### config.mk
export PLATFORM = sky130hd
export DESIGN_NAME = jedro_1_mem_arbiter
export DESIGN_NICKNAME = d
export VERILOG_FILES = /design/src/rtl/jedro_1_mem_arbiter.sv
export SDC_FILE = /design/constraint.sdc
export NUM_CORES = 1
export LEC_CHECK = 0
export CAP_MARGIN = 20
export CORE_AREA = 4 4 122 124
export CTS_CLUSTER_SIZE = 16
export DETAILED_ROUTE_END_ITERATION = 10
export DIE_AREA = 0 0 126 128
export SETUP_SLACK_MARGIN = 0.3
export SLEW_MARGIN = 25
export SYNTH_ARGS = -nofsm -noshare
export SYNTH_HDL_FRONTEND = slang
export SYNTH_SLANG_ARGS = --single-unit
### constraint.sdc
create_clock -name clk_i -period 3.8 [get_ports clk_i]
set_input_delay 1.14 -clock clk_i [delete_from_list [all_inputs] [get_ports clk_i]]
set_output_delay 1.14 -clock clk_i [all_outputs]
set_load 0.02 [all_outputs]
### src/rtl/jedro_1_mem_arbiter.sv
// -----------------------------------------------------------------------------
// jedro_1_mem_arbiter
//
// Lets the jedro_1_top instruction port (s0) and data port (s1) share one
// bytewrite_sram_wrap. One requester is chosen per cycle and its request is
// forwarded combinationally to the memory. A small tag FIFO remembers which
// port issued each accepted request, so the in-order memory responses are
// routed back to the right requester. Neither path gains a cycle of latency.
//
// Ports
//   clk_i, rst_i            clock, synchronous active-high reset
//   s0_req_* / s0_rsp_*     instruction-port request / response channel
//   s1_req_* / s1_rsp_*     data-port request / response channel
//   m_req_* / m_rsp_*       shared memory request / response channel
//   unexp_rsp_o             sticky: a response arrived with nothing outstanding
//
// Parameters
//   DATA_WIDTH       address and data bus width
//   MAX_OUTSTANDING  tag FIFO depth (power of two, >= 2)
//   PRIORITY_MODE    0 = round-robin, 1 = port 1 wins every tie
// -----------------------------------------------------------------------------
module jedro_1_mem_arbiter #(
    parameter int unsigned DATA_WIDTH      = 32,
    parameter int unsigned MAX_OUTSTANDING = 4,
    parameter int unsigned PRIORITY_MODE   = 0
) (
    input  logic                  clk_i,
    input  logic                  rst_i,

    input  logic [DATA_WIDTH-1:0] s0_req_addr_i,
    input  logic [DATA_WIDTH-1:0] s0_req_data_i,
    input  logic [3:0]            s0_req_strobe_i,
    input  logic                  s0_req_write_i,
    input  logic                  s0_req_valid_i,
    output logic                  s0_req_ready_o,
    output logic [DATA_WIDTH-1:0] s0_rsp_data_o,
    output logic                  s0_rsp_err_o,
    output logic                  s0_rsp_valid_o,
    input  logic                  s0_rsp_ready_i,

    input  logic [DATA_WIDTH-1:0] s1_req_addr_i,
    input  logic [DATA_WIDTH-1:0] s1_req_data_i,
    input  logic [3:0]            s1_req_strobe_i,
    input  logic                  s1_req_write_i,
    input  logic                  s1_req_valid_i,
    output logic                  s1_req_ready_o,
    output logic [DATA_WIDTH-1:0] s1_rsp_data_o,
    output logic                  s1_rsp_err_o,
    output logic                  s1_rsp_valid_o,
    input  logic                  s1_rsp_ready_i,

    output logic [DATA_WIDTH-1:0] m_req_addr_o,
    output logic [DATA_WIDTH-1:0] m_req_data_o,
    output logic [3:0]            m_req_strobe_o,
    output logic                  m_req_write_o,
    output logic                  m_req_valid_o,
    input  logic                  m_req_ready_i,
    input  logic [DATA_WIDTH-1:0] m_rsp_data_i,
    input  logic                  m_rsp_err_i,
    input  logic                  m_rsp_valid_i,
    output logic                  m_rsp_ready_o,

    output logic                  unexp_rsp_o
);

    localparam int unsigned PTR_W = $clog2(MAX_OUTSTANDING);
    localparam int unsigned CNT_W = PTR_W + 1;

    typedef enum logic [1:0] {
        IDLE  = 2'd0,
        HOLD0 = 2'd1,
        HOLD1 = 2'd2
    } state_e;

    state_e           state_q, state_d;
    logic             last_grant_q, last_grant_d;
    logic [PTR_W-1:0] wr_ptr_q, wr_ptr_d;
    logic [PTR_W-1:0] rd_ptr_q, rd_ptr_d;
    logic [CNT_W-1:0] count_q, count_d;
    logic             unexp_rsp_q, unexp_rsp_d;
    logic             tag_mem_q [MAX_OUTSTANDING];

    logic grant;
    logic granted_valid;
    logic req_ready;
    logic fifo_full;
    logic fifo_empty;
    logic req_hs;
    logic rsp_hs;
    logic pop;
    logic head;

    // Winner selection. While a HOLD state is active the grant is locked so
    // an offered request is never withdrawn before memory takes it.
    always_comb begin
        // NOTE: every combinational output gets a default first, so no path leaves it unassigned and no latch is inferred.
        grant = 1'b0;
        case (state_q)
            HOLD0: grant = 1'b0;
            HOLD1: grant = 1'b1;
            default: begin
                if (s0_req_valid_i && s1_req_valid_i) begin
                    grant = (PRIORITY_MODE != 0) ? 1'b1 : ~last_grant_q;
                end else begin
                    grant = s1_req_valid_i;
                end
            end
        endcase
    end

    // Fullness comes from the registered count only, so a pop in the same
    // cycle does not reopen the request path.
    assign fifo_full  = (count_q == CNT_W'(MAX_OUTSTANDING));
    assign fifo_empty = (count_q == '0);

    assign granted_valid  = grant ? s1_req_valid_i : s0_req_valid_i;
    assign m_req_valid_o  = !rst_i && granted_valid && !fifo_full;
    assign m_req_addr_o   = grant ? s1_req_addr_i   : s0_req_addr_i;
    assign m_req_data_o   = grant ? s1_req_data_i   : s0_req_data_i;
    assign m_req_strobe_o = grant ? s1_req_strobe_i : s0_req_strobe_i;
    assign m_req_write_o  = grant ? s1_req_write_i  : s0_req_write_i;

    assign req_ready      = !rst_i && m_req_ready_i && !fifo_full;
    assign s0_req_ready_o = req_ready && !grant;
    assign s1_req_ready_o = req_ready && grant;
    assign req_hs         = m_req_valid_o && m_req_ready_i;

    // Response routing follows the oldest outstanding tag. With nothing
    // outstanding the response is swallowed so memory cannot stall.
    assign head           = tag_mem_q[rd_ptr_q];
    assign m_rsp_ready_o  = !rst_i && (fifo_empty || (head ? s1_rsp_ready_i : s0_rsp_ready_i));
    assign s0_rsp_valid_o = !rst_i && m_rsp_valid_i && !fifo_empty && !head;
    assign s1_rsp_valid_o = !rst_i && m_rsp_valid_i && !fifo_empty && head;
    assign s0_rsp_data_o  = head ? '0 : m_rsp_data_i;
    assign s1_rsp_data_o  = head ? m_rsp_data_i : '0;
    assign s0_rsp_err_o   = !head && m_rsp_err_i;
    assign s1_rsp_err_o   = head && m_rsp_err_i;
    assign rsp_hs         = m_rsp_valid_i && m_rsp_ready_o;
    assign pop            = rsp_hs && !fifo_empty;

    assign unexp_rsp_o    = unexp_rsp_q;

    always_comb begin
        state_d      = state_q;
        last_grant_d = last_grant_q;
        wr_ptr_d     = wr_ptr_q;
        rd_ptr_d     = rd_ptr_q;
        count_d      = count_q;
        unexp_rsp_d  = unexp_rsp_q;

        case (state_q)
            IDLE: begin
                if (m_req_valid_o && !m_req_ready_i) begin
                    state_d = grant ? HOLD1 : HOLD0;
                end
            end
            HOLD0, HOLD1: begin
                if (req_hs) begin
                    state_d = IDLE;
                end
            end
            default: state_d = IDLE;
        endcase

        if (req_hs) begin
            last_grant_d = grant;
            wr_ptr_d     = wr_ptr_q + PTR_W'(1);
        end
        if (pop) begin
            rd_ptr_d = rd_ptr_q + PTR_W'(1);
        end

        case ({req_hs, pop})
            2'b10:   count_d = count_q + CNT_W'(1);
            2'b01:   count_d = count_q - CNT_W'(1);
            default: count_d = count_q;
        endcase

        if (m_rsp_valid_i && fifo_empty) begin
            unexp_rsp_d = 1'b1;
        end
    end

    always_ff @(posedge clk_i) begin
        // NOTE: sequential state uses non-blocking assignments so every flop samples pre-edge values.
        if (rst_i) begin
            state_q      <= IDLE;
            last_grant_q <= 1'b1;
            wr_ptr_q     <= '0;
            rd_ptr_q     <= '0;
            count_q      <= '0;
            unexp_rsp_q  <= 1'b0;
        end else begin
            state_q      <= state_d;
            last_grant_q <= last_grant_d;
            wr_ptr_q     <= wr_ptr_d;
            rd_ptr_q     <= rd_ptr_d;
            count_q      <= count_d;
            unexp_rsp_q  <= unexp_rsp_d;
        end
    end

    // NOTE: tag storage is not reset; an entry is only read while count_q marks it as live.
    always_ff @(posedge clk_i) begin
        if (req_hs) begin
            tag_mem_q[wr_ptr_q] <= grant;
        end
    end

endmodule

==> results by stage <==
Min path:
- The tightest min-delay check is of the flip-flop to flip-flop type.

Synth:
- The synthesized netlist contains 38 unique library cells.
- By instance count, the leading cell after synthesis is mux2_2.
- The synthesized design contains 17 register bits.
- The number of enable flip-flop cells after synthesis is 4.
- The synthesized area is 2210 um2.
- The number of instances in the synthesized netlist is between 200 and 250.
- The Yosys warning count is 0.
- The net count after synthesis is approximately 440.
- The share of the yosys chip area belonging to registers is 17.2%.
- For this run, asynchronously set or reset flops after synthesis account for 0%.
- The mean instance size in the synthesized netlist is slightly below 9 um2.
- Yosys attributes the largest share of cell area to mux2_2 36%, and2_1 18%, dfxtp_1 12%, edfxtp_1 5.4%, ha_1 4.0%.
- Among all flip-flop cells after synthesis, the most frequent one is dfxtp_1.
- In the synthesized netlist, the cells that appear most often are 71 x mux2_2, 64 x and2_1, 13 x dfxtp_1, 12 x nor2_1, 8 x a21oi_1.
- The share of Yosys cell area claimed by the top area cell type is 36.1%.
- The cell taking the most area after synthesis is mux2_2.

Job:
- Across the run, the number of max-cap violations was 0.

Place:
- The count of input and output buffers is 320.
- The last weighted congestion value of the routability-driven placer is 1.00.
- After legalization and detailed placement, the total HPWL measured roughly 14000 um.
- Before CTS, the worst setup slack after placement is -0.510 ns.

Clock tree:
- Clock-pin slew was measured on the worst setup and hold paths at 0.05 ns.
- After clock tree synthesis, the flow added hold-fix buffers numbering 0.
- The root cell of the clock tree is clkbuf_16.
- The maximum level of the CTS H-tree is 1.
- The buffer levels on the longest clock path is 2.
- TritonCTS built the clock tree.
- The source-to-sink clock delay at the later pin of the worst-skew pair is between 0.2 and 0.3 ns.
- Clock tree synthesis inserted a total of 3 buffers.
- The number of clock sinks is 17.

Power:
- The internal power consumption is 1.42 mW.
- Power spread over the standard cell area amounts to 331 nW/um2.
- The clock network power share is a little under a tenth.
- In this run, the combinational gates consume roughly four fifths of the power.
- The leakage power of the design is 3.50 nW.
- The worst-case IR drop observed on VDD is between 0.15 and 0.2 mV.
- Net switching is 37.2% of the power.
- The net load switching power is between 0.8 and 0.9 mW.
- Power comes to between 2 and 2.5 mW.
- The sequential group share of total power is roughly a tenth.

Die:
- The I/O pin count is between 300 and 400.
- The die is 128 um tall.
- The effective utilization at floorplan is 16.1%.
- The core area is between 10000 and 15000 um2.
- The area of the die is between 15000 and 20000 um2.
- The die is between 100 and 150 um wide.
- The floorplan has between 40 and 50 rows.

Setup path:
- The worst stage delay on the critical path is about 0.32 ns.
- At the worst endpoint, the required time is approximately 2.7 ns.
- The reg-to-reg endpoint is count_q[2]$_SDFFE_PP0P_.
- On the critical path, the stage with the largest delay is an instance of mux2_4.
- The launching instance or port of the critical path is s1_req_valid_i.
- The cell class contributing the biggest share of worst-path delay is buffers and inverters.
- Counting cells, the worst reg-to-reg path comes to 10.
- The kind of end point of the critical path is a primary output.
- The critical path data arrival time is 2.55 ns.
- Walking the worst path, the cells encountered are buf_6, nor2b_4, a22oi_2, buf_4, buf_16, buf_16, buf_12, mux2_4, buf_6.
- In this run the number of cells on the critical path is 9.
- The worst setup path is of the input port to primary output kind.
- STA classifies the critical path startpoint as an input port.
- Across all register-to-register paths, the minimum setup slack is 0.94 ns.
- The endpoint of the most critical setup path is m_req_data_o[30].
- The maximum fanout encountered on the critical timing path is 5.
- The total buffers and inverters traversed by the critical path is 6.

Global route:
- The overall overflow remaining after global route is 0.
- The first global-routing pass estimated ~24000 um of wire.
- Entering global routing, the biggest net connects 35 pins.
- The number of global-route vias before repair came to 3722.
- The initial antenna violation count is 2.
- In the global route stage, overall resource usage came out at roughly a fifth.

Finish:
- Cells fill about 50% of the core in the end.
- The sequential cell area is roughly 380 um2.
- The number of inserted filler cells in the final layout is approximately 1300.
- In the final layout, the multi-input gates occupy around 2000 um2.
- In the final layout, the share of cells above drive strength 1 is approximately 37%.
- The synthesis-to-finish area growth is 209%.
- The number of nets in the finished design is approximately 810.

Detailed routing:
- The first-pass iteration count of the detailed router is 4.
- In the routed design, unresolved DRC markers number 0.
- Once detail routing completed, the nets flagged for antenna violations numbered 0.
- The via count of the routed design is 3439.
- The final layout contains routed wiring with a total length of approximately 17000 um.
- The average wire per standard cell is roughly 21 um.
- The number of vias per cell is about 4.3.
- The detailed router finished its first iteration with 59 violations.

Timing:
- For the pin with the worst max-slew slack, the measured transition is approximately 0.39 ns.
- The post-route minimum period is 3.69 ns.
- Of the available clock period, the critical path in the final layout requires between 90% and 100%.
- Between clock sinks in the finished design, the worst skew comes to 0.00286 ns.
- The total count of max-transition violations in the final report is 0.
- The total negative setup slack is 0 ns.
- Setup repair after global routing could not meet its margin everywhere.
- After layout, the worst setup slack is around 0.11 ns.
- The count of endpoints failing setup in the final report is 0.
- The final hold violation count is 0.
- Timing would allow up to 271 MHz.
- The worst slew margin relative to its limit is 73.9%.

Outcome:
- The flow ran to the end, and the final reports show no timing, DRC or antenna violations.
[area by class of cell]
cell class | instances | area share [%]
Antenna cell | 2 | 0.0733
Clock buffer | 4 | 1.15
Inverter | 8 | 0.440
Multi-Input combinational cell | 209 | 29.5
Sequential cell | 17 | 5.57
Tap cell | 180 | 3.30
Timing Repair Buffer | 380 | 60.0
[worst min-delay path: stages, from the launching register on]
cell	delay (ns)
dfxtp_1	0.33
a21oi_1	0.04
nor2_1	0.07
[cells by family (layout without fill, tap and decap cells)]
kind of cell / count (synthesis) / in the layout / synth area share, %
AOI/OAI and AO/OA: 23 / 23 / 7.12
xor gates and xnor gates: 2 / 2 / 0.792
adders and majority gates: 8 / 8 / 4.86
buffers and inverters: 22 / 392 / 4.13
DFF: 17 / 17 / 17.2
muxes: 76 / 76 / 39.1
other: 0 / 2 / 0
and+or+nand+nor: 100 / 100 / 26.8
[power by group through the flow]
| stage | clock [mW] | combinational (mW) | sequential, mW |
|---|---|---|---|
| 2_1_floorplan | 0 | 0.651 | 0.216 |
| 3_3_place_gp | 0 | 1.40 | 0.216 |
| 3_5_place_dp | 0 | 1.40 | 0.218 |
| 4_1_cts | 0.214 | 1.72 | 0.214 |
| 5_1_grt | 0.224 | 1.93 | 0.216 |
| 6_report | 0.211 | 1.84 | 0.214 |
[per-layer routing]
layer | wire length [um] | share of wire [%] | GRT usage, % | up-vias
met5 | 0 | 0 | 0 | -
met4 | 179 | 1.0 | 2.78 | 0
met3 | 1660 | 9.7 | 6.83 | 8
met2 | 9460 | 55 | 40.1 | 195
met1 | 5830 | 34 | 18.8 | 1621
li1 | - | - | - | 1615
[metrics by stage]
step	cell area (um2)	cells	hold slack, ns
floorplan	2210	248	0.442
global placement	5790	757	0.449
detailed placement	5790	757	0.468
CTS	6450	789	0.483
global route	6830	800	0.536
finish	6830	800	0.474
[worst min path at each step]
stage | startpoint | cells past startpoint | end | slack [ns]
2_1_floorplan | rd_ptr_q[1]$_SDFFE_PP0P_ | 1 | flip-flop | 0.44
3_3_place_gp | rd_ptr_q[1]$_SDFFE_PP0P_ | 1 | rd_ptr_q[1]$_SDFFE_PP0P_ | 0.45
3_5_place_dp | unexp_rsp_o$_SDFFE_PP0P_ | 2 | unexp_rsp_o$_SDFFE_PP0P_ | 0.47
4_1_cts | unexp_rsp_o$_SDFFE_PP0P_ | 2 | unexp_rsp_o$_SDFFE_PP0P_ | 0.48
5_1_grt | rd_ptr_q[1]$_SDFFE_PP0P_ | 1 | flip-flop | 0.54
6_report | unexp_rsp_o$_SDFFE_PP0P_ | 2 | unexp_rsp_o$_SDFFE_PP0P_ | 0.47
[cells in the final DEF (no fill, tap or decap), drive strengths merged, types with 3 or more instances in the layout]
cell type and instances:
a21oi 8, and2 68, and3 6, buf 133, clkbuf 6, clkdlybuf4s50 194, dfxtp 13, dlygate4sd2 19
dlymetal6s2s 31, edfxtp 4, ha 7, inv 8, mux2 71, mux2i 4, nand3 5, nor2 12
o21ai 5, or3 3
[timing repair]
action | 4_1_cts | 5_1_grt
cloned | 5 | 0
pin swaps | 1 | 1
gates resized for setup | 454 | 106
endpoints found under the setup margin | 93 | 104
setup buffers | 23 | 9
Power figures use the tool's default switching activity.
